==> src/rtl/spu_pkg.sv <==
// Shared constants for the sprite/pixel unit: frame-buffer geometry, requester indices
// and arbiter state encoding.
package spu_pkg;

    localparam int unsigned FB_ADDR_W   = 17;
    localparam int unsigned FB_DATA_W   = 24;
    localparam int unsigned FRAME_WORDS = 76800;

    localparam int unsigned REQ_MAP     = 0;
    localparam int unsigned REQ_SPRITE  = 1;
    localparam int unsigned REQ_OVERLAY = 2;

    typedef logic [0:0] arb_state_t;

    localparam arb_state_t ST_IDLE  = 1'b0;
    localparam arb_state_t ST_GRANT = 1'b1;

endpackage

==> src/rtl/rr_pick.sv <==
// Combinational round-robin picker: first asserted request at or after ptr, wrapping.
module rr_pick #(
    parameter int unsigned N  = 3,
    parameter int unsigned PW = (N > 1) ? $clog2(N) : 1
) (
    input  logic [N-1:0]  req,
    input  logic [PW-1:0] ptr,
    output logic [N-1:0]  pick,
    output logic          valid
);

    localparam logic [PW:0] N_L = (PW + 1)'(N);

    logic [PW:0]   sum;
    logic [PW-1:0] idx;

    always_comb begin
        pick  = '0;
        valid = 1'b0;
        sum   = '0;
        idx   = '0;
        for (int unsigned k = 0; k < N; k++) begin
            sum = {1'b0, ptr} + (PW + 1)'(k);
            if (sum >= N_L) begin
                sum = sum - N_L;
            end
            idx = sum[PW-1:0];
            if (!valid && req[idx]) begin
                pick[idx] = 1'b1;
                valid     = 1'b1;
            end
        end
    end

endmodule

==> src/rtl/frame_wr_arbiter.sv <==
// Round-robin, burst-bounded owner of the frame-buffer BRAM write port, with range
// checking and a per-frame accepted-write counter.
module frame_wr_arbiter
    import spu_pkg::*;
#(
    parameter int unsigned NUM_REQ     = 3,
    parameter int unsigned ADDR_W      = FB_ADDR_W,
    parameter int unsigned DATA_W      = FB_DATA_W,
    parameter int unsigned MAX_BURST   = 64,
    parameter int unsigned FRAME_WORDS = 76800
) (
    input  logic                      clk,
    input  logic                      rst_n,
    input  logic [NUM_REQ-1:0]        req,
    input  logic [NUM_REQ-1:0]        we_in,
    input  logic [NUM_REQ*ADDR_W-1:0] addr_in,
    input  logic [NUM_REQ*DATA_W-1:0] data_in,
    input  logic                      frame_clr,
    output logic [NUM_REQ-1:0]        gnt,
    output logic                      fb_we,
    output logic [ADDR_W-1:0]         fb_addr,
    output logic [DATA_W-1:0]         fb_data,
    output logic                      oob_err,
    output logic                      busy,
    output logic [ADDR_W-1:0]         wr_count
);

    localparam int unsigned PTR_W = (NUM_REQ > 1) ? $clog2(NUM_REQ) : 1;
    localparam int unsigned BEAT_W = (MAX_BURST > 1) ? $clog2(MAX_BURST) : 1;
    localparam logic [BEAT_W-1:0] BEAT_MAX    = BEAT_W'(MAX_BURST - 1);
    localparam logic [ADDR_W-1:0] FRAME_LIMIT = ADDR_W'(FRAME_WORDS);
    localparam logic [PTR_W-1:0]  LAST_REQ    = PTR_W'(NUM_REQ - 1);

    arb_state_t          state_q, state_d;
    logic [NUM_REQ-1:0]  gnt_q, gnt_d;
    logic [PTR_W-1:0]    holder_q, holder_d;
    logic [PTR_W-1:0]    rr_ptr_q, rr_ptr_d;
    logic [BEAT_W-1:0]   beat_cnt_q, beat_cnt_d;
    logic                fb_we_q, fb_we_d;
    logic [ADDR_W-1:0]   fb_addr_q, fb_addr_d;
    logic [DATA_W-1:0]   fb_data_q, fb_data_d;
    logic                oob_q, oob_d;
    logic [ADDR_W-1:0]   wr_count_q, wr_count_d;

    logic [NUM_REQ-1:0]  pick;
    logic                pick_valid;
    logic [PTR_W-1:0]    pick_idx;
    logic [PTR_W-1:0]    next_ptr;
    logic                hold_req;
    logic                hold_we;
    logic                others_pending;
    logic                accept;
    logic                in_range;
    logic [ADDR_W-1:0]   sel_addr;
    logic [DATA_W-1:0]   sel_data;

    rr_pick #(
        .N  (NUM_REQ),
        .PW (PTR_W)
    ) u_rr_pick (
        .req   (req),
        .ptr   (rr_ptr_q),
        .pick  (pick),
        .valid (pick_valid)
    );

    // Only the holder's lanes are visible; gnt_q is one-hot in GRANT and zero in IDLE.
    always_comb begin
        pick_idx = '0;
        sel_addr = '0;
        sel_data = '0;
        for (int unsigned i = 0; i < NUM_REQ; i++) begin
            if (pick[i]) begin
                pick_idx = PTR_W'(i);
            end
            if (gnt_q[i]) begin
                sel_addr = addr_in[i*ADDR_W +: ADDR_W];
                sel_data = data_in[i*DATA_W +: DATA_W];
            end
        end
    end

    assign hold_req       = |(req & gnt_q);
    assign hold_we        = |(we_in & gnt_q);
    assign others_pending = |(req & ~gnt_q);
    assign next_ptr       = (holder_q == LAST_REQ) ? '0 : holder_q + 1'b1;

    always_comb begin
        state_d    = state_q;
        gnt_d      = gnt_q;
        holder_d   = holder_q;
        rr_ptr_d   = rr_ptr_q;
        beat_cnt_d = beat_cnt_q;
        case (state_q)
            ST_IDLE: begin
                if (pick_valid) begin
                    state_d    = ST_GRANT;
                    gnt_d      = pick;
                    holder_d   = pick_idx;
                    beat_cnt_d = '0;
                end
            end
            ST_GRANT: begin
                if (!hold_req || (beat_cnt_q == BEAT_MAX && others_pending)) begin
                    state_d  = ST_IDLE;
                    gnt_d    = '0;
                    rr_ptr_d = next_ptr;
                end else if (beat_cnt_q != BEAT_MAX) begin
                    beat_cnt_d = beat_cnt_q + 1'b1;
                end
            end
            default: begin
                state_d = ST_IDLE;
                gnt_d   = '0;
            end
        endcase
    end

    assign accept   = (state_q == ST_GRANT) && hold_we;
    assign in_range = sel_addr < FRAME_LIMIT;

    always_comb begin
        fb_we_d   = accept && in_range;
        oob_d     = accept && !in_range;
        fb_addr_d = fb_we_d ? sel_addr : fb_addr_q;
        fb_data_d = fb_we_d ? sel_data : fb_data_q;
        // The counter tracks writes as they appear on the BRAM port.
        if (frame_clr) begin
            wr_count_d = ADDR_W'(fb_we_q);
        end else if (fb_we_q && wr_count_q != '1) begin
            wr_count_d = wr_count_q + 1'b1;
        end else begin
            wr_count_d = wr_count_q;
        end
    end

    always_ff @(posedge clk or negedge rst_n) begin
        if (!rst_n) begin
            state_q    <= ST_IDLE;
            gnt_q      <= '0;
            holder_q   <= '0;
            rr_ptr_q   <= '0;
            beat_cnt_q <= '0;
            fb_we_q    <= 1'b0;
            fb_addr_q  <= '0;
            fb_data_q  <= '0;
            oob_q      <= 1'b0;
            wr_count_q <= '0;
        end else begin
            state_q    <= state_d;
            gnt_q      <= gnt_d;
            holder_q   <= holder_d;
            rr_ptr_q   <= rr_ptr_d;
            beat_cnt_q <= beat_cnt_d;
            fb_we_q    <= fb_we_d;
            fb_addr_q  <= fb_addr_d;
            fb_data_q  <= fb_data_d;
            oob_q      <= oob_d;
            wr_count_q <= wr_count_d;
        end
    end

    assign gnt      = gnt_q;
    assign fb_we    = fb_we_q;
    assign fb_addr  = fb_addr_q;
    assign fb_data  = fb_data_q;
    assign oob_err  = oob_q;
    assign busy     = (state_q == ST_GRANT);
    assign wr_count = wr_count_q;

endmodule

==> config.mk <==
export PLATFORM = sky130hd
export DESIGN_NAME = frame_wr_arbiter
export DESIGN_NICKNAME = d
export VERILOG_FILES = /design/src/rtl/spu_pkg.sv /design/src/rtl/rr_pick.sv /design/src/rtl/frame_wr_arbiter.sv
export SDC_FILE = /design/constraint.sdc
export NUM_CORES = 1
export LEC_CHECK = 0
export ABC_CLOCK_PERIOD_IN_PS = 2400
export CORE_MARGIN = 2
export CORE_UTILIZATION = 44
export CTS_BUF_LIST = sky130_fd_sc_hd__clkbuf_8
export DETAILED_ROUTE_END_ITERATION = 7
export GPL_TIMING_DRIVEN = 0
export HOLD_SLACK_MARGIN = 0.03
export MAX_ROUTING_LAYER = met4
export PLACE_DENSITY = 0.84
export SLEW_MARGIN = 20
export SYNTH_ARGS = -nofsm -noshare
export SYNTH_HDL_FRONTEND = slang
export SYNTH_SLANG_ARGS = --single-unit
==> constraint.sdc <==
create_clock -name clk -period 2.4 [get_ports clk]
set_input_delay 0.6 -clock clk [delete_from_list [all_inputs] [get_ports clk]]
set_output_delay 0.6 -clock clk [all_outputs]
set_load 0.01 [all_outputs]
==> impl_metrics.py <==
metrics = {
    "synth": {
        "yosysTopAreaCell": "dfrtp_1",
        "yosysTopAreaCellShare_pct": 41.7,
        "postSynth.asyncResetShare_pct": 100,
        "synth_top_cells_by_count": "dfrtp_1, nand2_1, o21ai_0",
        "syn_area_mm2": 0.00444,
        "synth-edff-count": 0,
        "synth_compound_area_share_pct": 20.0,
        "synth.net_count": 578,
        "portion_of_netlist_area_occupied_by_mux_cells_pct": 14.8,
        "yosys.cell_count.top_type": "dfrtp_1",
        "synthAdderAreaFrac_pct": 1.97,
        "ys.flop_type": "dfrtp_1",
        "synth_area_per_cell_um2": 10.1,
        "yosysSeqAreaShare_pct": 41.7,
        "count_of_cell_types_in_the_netlist": 52,
        "synthXorXnorAreaFrac_pct": 2.76,
        "postSynthRegisterBits": 74,
        "syn-instance-count": 439,
        "synth_warnings": 0,
        "synth_area_leaders": "dfrtp_1, mux2_4, a22oi_1",
        "post_synth_and_or_nand_nor_area_fraction_pct": 14.0,
        "main_combinational_cell_family_by_area_after_synthesis": "compound AO/OA/AOI/OAI gates",
    },
    "drt": {
        "antenna_violating_nets_post_route": 0,
        "wirelength_mm": 14.1,
        "num_vias": 4309,
        "drt_pre_antenna_iters": 6,
        "routed_wire_length_per_instance_um": 18.0,
        "remaining_drc_errors": 0,
        "via_per_inst": 5.52,
        "drt-initial-drc-count": 206,
    },
    "min_path": {
        "worst_hold_path_type": "input port to asynchronous set/reset pin",
    },
    "setup_path": {
        "critPathCaptureType": "flop",
        "crit_fanout": 10,
        "path_buf_inv": 2,
        "data_arrival_at_the_endpoint_of_the_critical_path_ps": 2560,
        "worstSetupStartpointType": "input port",
        "crit_path_top_delay_cell": "clkdlybuf4s50_1",
        "worst-setup-path-type": "input port to flop",
        "slowest_delay_ps": 450,
        "crit_path_cell_trace": "clkdlybuf4s50_1 > nand3b_1 > a31oi_1 > a21oi_1 > o221ai_2 > buf_6 > mux2_4",
        "cp.required_ps": 2640,
        "largest_delay_contributor_family_on_the_critical_path": "compound AO/OA/AOI/OAI gates",
    },
    "placement": {
        "port_buffers": 192,
        "placement.setup.worst_slack_ps": -280,
        "place_hpwl_mm": 10.7,
        "detailed_place.area_mm2": 0.00655,
        "gpl.final_weighted_congestion": 0.969,
    },
    "floorplan": {
        "coreArea_mm2": 0.00977,
        "num_io_pins": 196,
        "placementRows": 36,
        "die_width_um": 104,
        "die_height_um": 104,
        "initial_core_util_pct": 45.4,
        "fp.dieArea_mm2": 0.0109,
    },
    "run_status": {
        "status": "complete, no violations",
    },
    "layout": {
        "nNetsFinal": 782,
        "finish.instance_area_mm2": 0.00677,
        "final_util_pct": 69.2,
        "layout.filler_cells": 727,
        "post_route_cells_drive_above_1_share_pct": 13.4,
        "antenna-diode-count": 0,
        "syn_to_final_growth_pct": 52.5,
    },
    "sta": {
        "finalHoldViolCount": 0,
        "timing.slew.headroom_pct": 55.8,
        "worst_clock_skew_ps": 11.7,
        "post-route-min-period_ps": 2320,
        "worstMarginPinSlew_ps": 662,
        "worst_slack_ps": 82.5,
        "clock.fmax_ghz": 0.431,
        "finalMaxSlewViolations": 0,
        "tns_ps": 0,
        "report.final.setup_viol": 0,
        "final.period_utilization_pct": 96.6,
    },
    "global_routing": {
        "globalRouteOverflowTotal": 0,
        "antenna_found_initial": 0,
        "grtUsageTotal_pct": 26.5,
        "grt_pass1_wl_mm": 22.6,
        "first_global_vias": 4366,
        "grt_max_degree": 50,
    },
    "power": {
        "power.total_uw": 6250,
        "p_per_area_mw_per_mm2": 924,
        "p_leak_uw": 0.00285,
        "vdd_drop_max_mv": 0.559,
    },
    "cts": {
        "cts_inserted_buffers": 9,
        "htree_levels": 3,
        "cts.path.max_buffers": 2,
        "cts.reportedPaths.clkPinSlew_ps": 100,
        "cts_root_buf": "clkbuf_8",
        "worst_skew_pair.late_latency_ps": 350,
        "clock-sinks": 74,
        "clock_tree_from_tritoncts": "yes",
        "cts_hold_buffers": 0,
    },
    "flow_run": {
        "drv_cap": 0,
    },
}
area by class of cell:
type                    count  area [µm²]  area share [%]
multi-input cells         323        2390            35.3
repair buffers            197        1980            29.2
flip-flops and latches     74        1850            27.4
well taps                 133         166            2.46
plain buffers              28         155            2.29
clock buffers               9         124            1.83
clock inverters             7        60.1           0.888
inverters                  10        37.5           0.555
worst reg2reg max path, delay by kind of cell (launching register included):
| kind | cells | cell delay (ps) |
|---|---|---|
| AND/OR/NAND/NOR | 1 | 100 |
| buffers and inverters | 2 | 510 |
| multiplexers | 1 | 320 |
| AO/OA/AOI/OAI | 3 | 850 |
| flip-flops | 1 | 400 |
registers in the layout, summed over array words and instances (netlist names):
register and cells:
rr_ptr_q 2, holder_q 2, beat_cnt_q 6, oob_err 1, busy 1, gnt 3, wr_count 17, fb_we 1
fb_data 24, fb_addr 17
cells in the final DEF, fill, tap and decap left out, types with 4 or more instances in the layout:
cell type,instances
o21ai_0,44
xor2_1,9
xnor2_1,5
a21oi_1,11
mux2i_1,5
nor2_1,25
o31ai_1,5
buf_4,7
clkbuf_1,15
inv_1,8
clkbuf_8,9
dfrtp_1,72
nand2b_1,5
and3_1,8
nor2b_1,5
nand3_1,5
buf_2,4
nand3b_1,9
o211ai_1,4
mux2_4,39
buf_6,5
ha_1,5
clkdlybuf4s50_1,191
nand2_1,51
nor3_1,4
a22oi_1,35
a2bb2oi_1,5
nand4_1,7
worst paths after layout:
path	to	slack, ps	cells past startpoint	startpoint
max in group asynchronous	fb_data[0]	1680	2	rst_n
setup / recovery	fb_data[9]	80	7	addr_in[12]
hold reg to reg	beat_cnt_q[5]	490	1	beat_cnt_q[5]
hold / removal	wr_count[7]	150	1	rst_n
setup reg to reg	fb_data[9]	100	7	gnt[0]
min in group clk	beat_cnt_q[5]	490	1	beat_cnt_q[5]
repair_timing:
item	4_1_cts	5_1_grt
setup buffers	1	3
pin swaps	0	2
setup endpoints to repair	10	8
gates resized for setup	3	7
metal layers:
| layer | track usage (%) | routed length, µm | up-vias |
|---|---|---|---|
| li1 | - | - | 2001 |
| met1 | 31.9 | 5720 | 2092 |
| met2 | 44.4 | 7020 | 190 |
| met3 | 5.83 | 1060 | 26 |
| met4 | 8.40 | 287 | 0 |
| met5 | - | 0 | - |
through the flow:
stage / cells / hold slack (ps)
6_report: 781 / 145
5_1_grt: 781 / 172
4_1_cts: 781 / 148
3_5_place_dp: 765 / 467
3_3_place_gp: 764 / 463
2_1_floorplan: 439 / 304
where the power goes:
part / internal, µW / switching (µW)
Clock: 394 / 543
Combinational: 1830 / 1600
Sequential: 1620 / 261
cells by family after synthesis:
| family | count (synthesis) |
|---|---|
| simple gates | 128 |
| mux | 46 |
| fa+ha+maj | 7 |
| buf+inv | 42 |
| compound gates | 128 |
| xor+xnor | 14 |
| flops | 74 |
Power figures use the tool's default switching activity.
